--- src/rtl/addsub_bcd_calc.sv ---
// addsub_bcd_calc: signed add/subtract calculator with accumulate mode.
// A button press captures the operands and computes the result. The result's
// magnitude is then converted to BCD one bit per clock (double-dabble). The
// BCD value drives active-low 7-segment digits with leading-zero blanking,
// plus sign and overflow LEDs.
// Optional feature macro: SATURATE_EN. When it is defined, an overflowed result
// clamps to the signed limit instead of wrapping.
module addsub_bcd_calc #(
    parameter int W      = 6,
    parameter int DIGITS = 2
) (
    input  logic                  clk,
    input  logic                  rst,
    input  logic [W-1:0]          A,
    input  logic [W-1:0]          B,
    input  logic                  Add_Sub,
    input  logic                  Accum,
    input  logic                  button,
    output logic [7*DIGITS-1:0]   hex_Answer,
    output logic                  answer_LED,
    output logic                  OF_LED,
    output logic                  busy,
    output logic                  done
);

    localparam int BW = 4 * DIGITS;   // BCD field width
    localparam int SW = BW + W;       // double-dabble shift register width

    typedef enum logic [1:0] {
        IDLE    = 2'd0,
        CAPTURE = 2'd1,
        CONVERT = 2'd2,
        UPDATE  = 2'd3
    } state_t;

    state_t          state_reg, state_next;
    logic            sync1_reg, sync2_reg, sync3_reg;
    logic            press;
    logic [W-1:0]    acc_reg;
    logic            sign_reg;
    logic            of_reg;
    logic [SW-1:0]   shift_reg;
    logic [W-1:0]    cnt_reg;

    logic [W-1:0]    op_a;
    logic [W-1:0]    sum_raw;
    logic            ovf;
    logic [W-1:0]    res;
    logic [W-1:0]    mag;

    logic [BW-1:0]   bcd_cur;
    logic [BW-1:0]   bcd_adj;
    logic [SW-1:0]   dd_shifted;
    logic [DIGITS-1:0]   digit_nz;
    logic [7*DIGITS-1:0] seg_next;

    // Active-low segment pattern for one decimal digit; a non-BCD code is blank.
    function automatic logic [6:0] seg_code(input logic [3:0] d);
        logic [6:0] s;
        case (d)
            4'd0:    s = 7'h40;
            4'd1:    s = 7'h79;
            4'd2:    s = 7'h24;
            4'd3:    s = 7'h30;
            4'd4:    s = 7'h19;
            4'd5:    s = 7'h12;
            4'd6:    s = 7'h02;
            4'd7:    s = 7'h78;
            4'd8:    s = 7'h00;
            4'd9:    s = 7'h10;
            default: s = 7'h7F;
        endcase
        return s;
    endfunction

    // The sync chain idles high (button released).
    // A press is the falling edge seen between the 2nd and 3rd flops.
    always_ff @(posedge clk or posedge rst) begin
        if (rst) begin
            sync1_reg <= 1'b1;
            sync2_reg <= 1'b1;
            sync3_reg <= 1'b1;
        end else begin
            sync1_reg <= button;
            sync2_reg <= sync1_reg;
            sync3_reg <= sync2_reg;
        end
    end

    assign press = ~sync2_reg & sync3_reg;
    assign busy  = (state_reg != IDLE);

    // Register the FSM state.
    always_ff @(posedge clk or posedge rst) begin
        if (rst) state_reg <= IDLE;
        else     state_reg <= state_next;
    end

    // Next-state logic. A press is accepted only while sitting in IDLE.
    always_comb begin
        state_next = state_reg;
        case (state_reg)
            IDLE:    if (press) state_next = CAPTURE;
            CAPTURE: state_next = CONVERT;
            CONVERT: if (cnt_reg == W'(1)) state_next = UPDATE;
            UPDATE:  state_next = IDLE;
            default: state_next = IDLE;
        endcase
    end

    // Arithmetic: operand select, add/sub with wrap, signed overflow, magnitude.
    always_comb begin
        op_a    = Accum ? acc_reg : A;
        sum_raw = Add_Sub ? (op_a - B) : (op_a + B);
        if (Add_Sub)
            ovf = (op_a[W-1] != B[W-1]) && (sum_raw[W-1] != op_a[W-1]);
        else
            ovf = (op_a[W-1] == B[W-1]) && (sum_raw[W-1] != op_a[W-1]);
`ifdef SATURATE_EN
        // Overflow direction always follows the sign of operand A.
        if (ovf)
            res = op_a[W-1] ? {1'b1, {(W-1){1'b0}}} : {1'b0, {(W-1){1'b1}}};
        else
            res = sum_raw;
`else
        res = sum_raw;
`endif
        // -2^(W-1) negates to itself, which reads correctly as unsigned 2^(W-1).
        mag = res[W-1] ? (~res + W'(1)) : res;
    end

    assign bcd_cur = shift_reg[SW-1:W];

    // Per digit: add-3 adjustment, nonzero flag and segment decode with blanking.
    // Digit 0 is always shown. A higher digit is blanked when it and every
    // digit above it are zero.
    genvar gi;
    generate
        for (gi = 0; gi < DIGITS; gi++) begin : g_digit
            logic [3:0] d;
            assign d = bcd_cur[4*gi +: 4];
            assign bcd_adj[4*gi +: 4] = (d >= 4'd5) ? (d + 4'd3) : d;
            assign digit_nz[gi] = |d;
            if (gi == 0) begin : g_lsd
                assign seg_next[6:0] = seg_code(d);
            end else begin : g_upper
                assign seg_next[7*gi +: 7] =
                    (|digit_nz[DIGITS-1:gi]) ? seg_code(d) : 7'h7F;
            end
        end
    endgenerate

    assign dd_shifted = {bcd_adj, shift_reg[W-1:0]} << 1;

    // Datapath registers.
    // CAPTURE latches the result, sign and overflow, and loads the converter.
    // CONVERT shifts one bit per clock until the counter runs out.
    always_ff @(posedge clk or posedge rst) begin
        if (rst) begin
            acc_reg   <= '0;
            sign_reg  <= 1'b0;
            of_reg    <= 1'b0;
            shift_reg <= '0;
            cnt_reg   <= '0;
        end else begin
            case (state_reg)
                CAPTURE: begin
                    acc_reg   <= res;
                    sign_reg  <= res[W-1];
                    of_reg    <= ovf;
                    shift_reg <= {{BW{1'b0}}, mag};
                    cnt_reg   <= W'(W);
                end
                CONVERT: begin
                    shift_reg <= dd_shifted;
                    cnt_reg   <= cnt_reg - W'(1);
                end
                default: ;
            endcase
        end
    end

    // Displays and LEDs load once per operation and hold otherwise.
    // done pulses alongside the load.
    always_ff @(posedge clk or posedge rst) begin
        if (rst) begin
            hex_Answer <= {(7*DIGITS){1'b1}};
            answer_LED <= 1'b0;
            OF_LED     <= 1'b0;
            done       <= 1'b0;
        end else begin
            done <= 1'b0;
            if (state_reg == UPDATE) begin
                hex_Answer <= seg_next;
                answer_LED <= sign_reg;
                OF_LED     <= of_reg;
                done       <= 1'b1;
            end
        end
    end

endmodule

--- config.mk ---
export PLATFORM = sky130hd
export DESIGN_NAME = addsub_bcd_calc
export DESIGN_NICKNAME = d
export VERILOG_FILES = /design/src/rtl/addsub_bcd_calc.sv
export SDC_FILE = /design/constraint.sdc
export NUM_CORES = 1
export LEC_CHECK = 0
export ABC_AREA = 1
export CORE_UTILIZATION = 38
export DETAILED_ROUTE_END_ITERATION = 8
export PLACE_DENSITY = 0.66
export SKIP_CTS_REPAIR_TIMING = 1
export SYNTH_ARGS = -nofsm -noshare
export SYNTH_HDL_FRONTEND = slang
export SYNTH_SLANG_ARGS = --single-unit
export TNS_END_PERCENT = 50
--- constraint.sdc ---
create_clock -name clk -period 4.02 [get_ports clk]
set_input_delay 1.005 -clock clk [delete_from_list [all_inputs] [get_ports clk]]
set_output_delay 1.005 -clock clk [all_outputs]
set_load 0.03 [all_outputs]
* After elaboration in Yosys (flattened, before gate mapping) *
Memory sizes are Yosys's and may differ from the RTL's. A register that Yosys moved wholly into a read port is not among the register bits.
Cells that the tools add are included.

word-level totals
  register bits after elaboration = 50
  bits in read-only memories = 224
  input bits = 17
  memories kept = 2

memories
  memory           depth  width  read ports  clocked after memory_dff  wr ports  line  RTL
  (no name shown)  16     7      1           0                         0         60    case (d)
  (no name shown)  16     7      1           1                         0         60

cells by class
  add/subtract/negate cells = 6
  $lt $le $gt $ge = 2
  equal/unequal tests = 9
  muxes and demuxes = 13
  bitwise logic cells = 3
  reduce and logical (&&, ||, !) cells = 7

operators with widths
  cell                 count
  $pmux 14 s2          1
  $mux 6               3
  $pmux 6 s2           1
  $ge 4x3->1 const B   2
  $pmux 2 s4           1
  $mux 7               1
  $add 6x1->6 const B  1
  $add 6x6->6          1
  $eq 6x1->1 const B   1
  $not 6->6            1
  $sub 6x1->6 const B  1
  $sub 6x6->6          1
  $add 4x2->4 const B  1
  $eq 2x2->1 const B   2
  $mux 2               2
  $mux 4               1
  $ne 2x2->1 const B   2
  $reduce_bool 2->1    2
  $reduce_or 4->1      1
  $add 3x2->3 const B  1
  $mux 3               1
  $eq 2x1->1 const B   1
  $logic_and 1x1->1    2
  $logic_not 2->1      1
  other kinds (6)      8

* Logic depth before layout (Yosys ltp) *
  depth after elaboration = 7
  depth in mapped cells = 18

* Worst setup path before layout *
Ideal clock, no wire load.

  path type = input to register
  start point = input port B[0]
  end point = register shift_reg[2]
  library setup time = 116 ps
  arrival = 2778 ps
  path slack = 1125 ps
  stages on the path = 16
  path through = inv_1 > ha_1 > nand2_1 > nor2_1 > nor2_1 > xor2_1 > inv_1 > ha_1 > a21oi_1 > nand2_1 > and2b_4 > nand3_2 > nand3_1 > nand2_1 > nand2_1 > nand2_1

between the ends
  longest elaborated chain between the ends = 6
  elaborated cells between the ends (all ways) = 7
  classes of those cells = add/sub (3); mux (3); bitwise (1)

ends and longest elaborated chain
  element                                            line  RTL
  start, declared                                    15    input logic [W-1:0] B,
  $add 6x6->6 / $sub 6x6->6 (equally long branches)  114   sum_raw = Add_Sub ? (op_a - B) : (op_a + B);
  $mux 6 (*)                                         114
  $not 6->6                                          129   mag = res[W-1] ? (~res + W'(1)) : res;
  $add 6x1->6                                        129
  $mux 6 (*)                                         129
  $pmux 14 s2 (*)                                    166   case (state_reg)
  end signal, assigned                               171   shift_reg <= {{BW{1'b0}}, mag};
  end signal, assigned                               175   shift_reg <= dd_shifted;
  end, declared                                      42    logic [SW-1:0] shift_reg;

Mark *: on every way between the ends. The rest lies on a longest branch, timed or not.
A chain may end at the register's enable or synchronous reset.

* Worst setup path in the final report *
Ends and elaborated chain as after synthesis.

==> qor.csv <==
stage,metric,value,unit
run_status,status,"finished, final reports clean",
timing,Final Hold Viols,0,
die,die extent in y,92.5,um
global_route,largest net degree at the start of global routing,50,
worst_setup_path,R2R depth,14,
routing,DRT Wirelength,5990,um
yosys,unique cell type count in the Yosys netlist,39,
routing,"antenna viol nets, final",0,
cells_and_area,Syn-to-layout area delta,17.3,%
cells_and_area,Final #Nets,461,
worst_setup_path,Worst R2R Setup Slack,1.85,ns
cells_and_area,ANT cells,0,
worst_setup_path,Setup CP Type,in2reg,
die,site row count,32,
yosys,Post-synth EDFFs,0,
die,DIE AREA,8550,um2
timing,min Tclk post-route,3.37,ns
place,placed wire-length estimate,4620,um
worst_setup_path,launch point of the worst reg-to-reg path,acc_reg[1],
clock_tree,CTS Buffer Depth,2,
timing,Setup-failing EPs final,0,
timing,Max Fclk,297,MHz
worst_setup_path,"Buf+Inv Stages, Crit Path",3,
clock_tree,TritonCTS sink count,49,
cells_and_area,layout cells sized above 1,11.6,%
worst_setup_path,worst setup path endpoint,shift_reg[2],
worst_setup_path,CP required,4.22,ns
cells_and_area,Sequential Area,1250,um2
timing,Slew @ Worst Pin,0.997,ns
worst_setup_path,"Max stage delay cell, worst path",clkdlybuf4s50_1,
clock_tree,Clk Tree Root Cell,clkbuf_8,
cells_and_area,Fill cells,783,
worst_setup_path,CP arrival,3.57,ns
cells_and_area,final cell utilization of the core,46.8,%
die,I/O Pins,35,
yosys,most common cell in the synthesized netlist,nand2_1,
yosys,cell count after synthesis,382,
min_path,Min-Delay Path Class,reg2reg,
place,Port Buffer Count,34,
worst_setup_path,family with the most delay on the worst path,simple AND/OR/NAND/NOR gates,
worst_setup_path,CP endpoint kind,flip-flop,
routing,Vias,2562,
clock_tree,H-tree depth,2,
worst_setup_path,Worst Setup SP,B[0],
worst_setup_path,Levels on crit path,17,
yosys,Commonest cells post-synth,"nand2_1, inv_1, nor2_1",
global_route,initial antenna violation count,0,
worst_setup_path,CP most frequent cell,nand2_1,
flow_run,max-cap viol count,0,
routing,Starting DRT DRC Count,77,
cells_and_area,footprint of the multi-input gates,1600,um2
yosys,Mean Syn Cell Area,8.15,um2
global_route,vias in the first global route,2483,
timing,TNS Setup,0,ns
worst_setup_path,crit-path cells,clkdlybuf4s50_1 > inv_1 > ha_1 > nand2_1 > nor2_1 > nor2_1 > xor2_1 > inv_1 > ha_1 > a21oi_1 > nand2_1 > and2b_4 > nand3_2 > nand3_1 > nand2_1 > nand2_1 > nand2_1,
clock_tree,TritonCTS clock tree,yes,
timing,Slew headroom,33.5,%
routing,DR pass1 iterations,4,
routing,drt wl/cell,11.4,um
yosys,largest cells by area after synthesis,"dfrtp_1, dfstp_2, ha_1, nand2_1, inv_1",
worst_setup_path,worst reg2reg endpoint,shift_reg[4],
timing,RSZ-0062 raised after global routing,false,
timing,Final Max Tran Viols,0,
routing,DR DRC count,0,
clock_tree,Worst-Skew Late Latency,0.29,ns
worst_setup_path,"Largest stage delay, worst path",0.49,ns
power_and_ir_drop,P_leak,1.77,nW
yosys,syn_nets,423,
global_route,total congestion overflow,0,
yosys,Post-synth ARST share,100,%
clock_tree,Clock transition at path regs,0.09,ns
power_and_ir_drop,PD cells,605,nW/um2
global_route,first-pass GRT wire length,10700,um
clock_tree,Num CTS Buffers,5,
place,GPL Wtd Cong,0.846,
die,DIE WIDTH,92.5,um
global_route,GRT Util Overall,15.4,%
worst_setup_path,crit path max fanout,5,
yosys,Synth area leader,dfrtp_1,
power_and_ir_drop,Worst IR Drop VDD,0.224,mV
worst_setup_path,kind of start point of the critical path,input port,
die,area of the core,7810,um2
timing,clk_skew,0.00679,ns
yosys,leading register cell type out of synthesis,dfrtp_1,
die,Initial Utilization,39.9,%
yosys,top-area cell type share of the netlist area,25.7,%
yosys,synthesized cell area,3110,um2
yosys,"Seq/Total Area, Yosys",40.1,%
routing,vias per inst,4.90,
timing,Final period util,83.8,%
yosys,synthesis warning total,0,
yosys,Synth Register Bits,49,
-- area by class of cell --
class                   count  share of cell area (%)
multi-input cells         265                    43.9
flip-flops and latches     49                    34.2
repair buffers             35                    9.53
inverters                  64                    6.58
well taps                 102                    3.50
clock buffers               6                    1.99
clock inverters             2                   0.377
-- report_power, final --
part           internal, mW  total, mW  switching [mW]
sequential            0.658      0.725          0.0678
clock                 0.124      0.291           0.166
combinational         0.430       1.19           0.762
-- cell families (layout without fill, tap and decap cells) --
family / after synthesis / in the layout / share of synthesized area (%)
AOI/OAI and AO/OA: 74 / 74 / 13.1
xor gates and xnor gates: 4 / 4 / 1.37
muxes: 3 / 3 / 1.05
and+or+nand+nor: 160 / 160 / 26.1
DFF: 49 / 49 / 40.1
buffers and inverters: 68 / 107 / 8.44
adders and majority gates: 24 / 24 / 9.89
-- per-stage QoR --
| stage | setup WS, ns | power, mW | hold WS, ns | cell area (um2) | std cells |
|---|---|---|---|---|---|
| 2_1_floorplan | 1.13 | 1.61 | 0.345 | 3110 | 382 |
| 3_3_place_gp | 0.385 | 1.91 | 0.346 | 3560 | 515 |
| 3_5_place_dp | 0.338 | 1.93 | 0.347 | 3560 | 515 |
| 4_1_cts | 0.658 | 2.23 | 0.362 | 3650 | 523 |
| 5_1_grt | 0.357 | 2.41 | 0.370 | 3650 | 523 |
| 6_report | 0.651 | 2.21 | 0.360 | 3650 | 523 |
-- how the worst min path moves through the flow --
| stage | from | end | slack (ns) | cells past startpoint |
|---|---|---|---|---|
| 3_5_place_dp | sync1_reg | sync2_reg | 0.35 | 0 |
| 6_report | sync1_reg | sync2_reg | 0.36 | 0 |
| 4_1_cts | sync1_reg | sync2_reg | 0.36 | 0 |
| 2_1_floorplan | sync1_reg | sync2_reg | 0.35 | 0 |
| 3_3_place_gp | sync1_reg | sync2_reg | 0.35 | 0 |
| 5_1_grt | sync1_reg | sync2_reg | 0.37 | 0 |
-- worst reg2reg max path, delay by kind of cell (launching register included) --
| family | cells | cell delay [ns] |
|---|---|---|
| AND/OR/NAND/NOR | 9 | 0.63 |
| flip-flops | 1 | 0.36 |
| adder cells (fa/ha/maj) | 2 | 0.81 |
| buffers and inverters | 2 | 0.11 |
| AO/OA/AOI/OAI | 1 | 0.18 |
-- per-layer routing --
metal | global-route usage, % | share of wire (%)
met3 | 2.55 | 2.8
met5 | 0 | 0
met2 | 27.3 | 47
met1 | 19.4 | 49
met4 | 3.91 | 0.73
-- placed cells by master (no fill, tap or decap), types with 2 or more instances in the layout --
master / synthesis / layout
or2_2: 2 / 2
a31oi_1: 4 / 4
a21oi_1: 26 / 26
nand3_1: 24 / 24
nand3b_1: 5 / 5
nand2_1: 73 / 73
nand2_4: 4 / 4
o21ai_0: 31 / 31
nor2_1: 33 / 33
xor2_1: 3 / 3
clkdlybuf4s50_1: 0 / 34
clkbuf_8: 0 / 5
dfrtp_1: 32 / 32
nand3_2: 3 / 3
o22ai_1: 8 / 8
mux2_2: 2 / 2
nand4_1: 3 / 3
dfstp_2: 17 / 17
inv_1: 63 / 62
ha_1: 23 / 23
nor3_1: 3 / 3
inv_2: 1 / 2
nand3_4: 3 / 3
(Power assumes the default switching activity.)
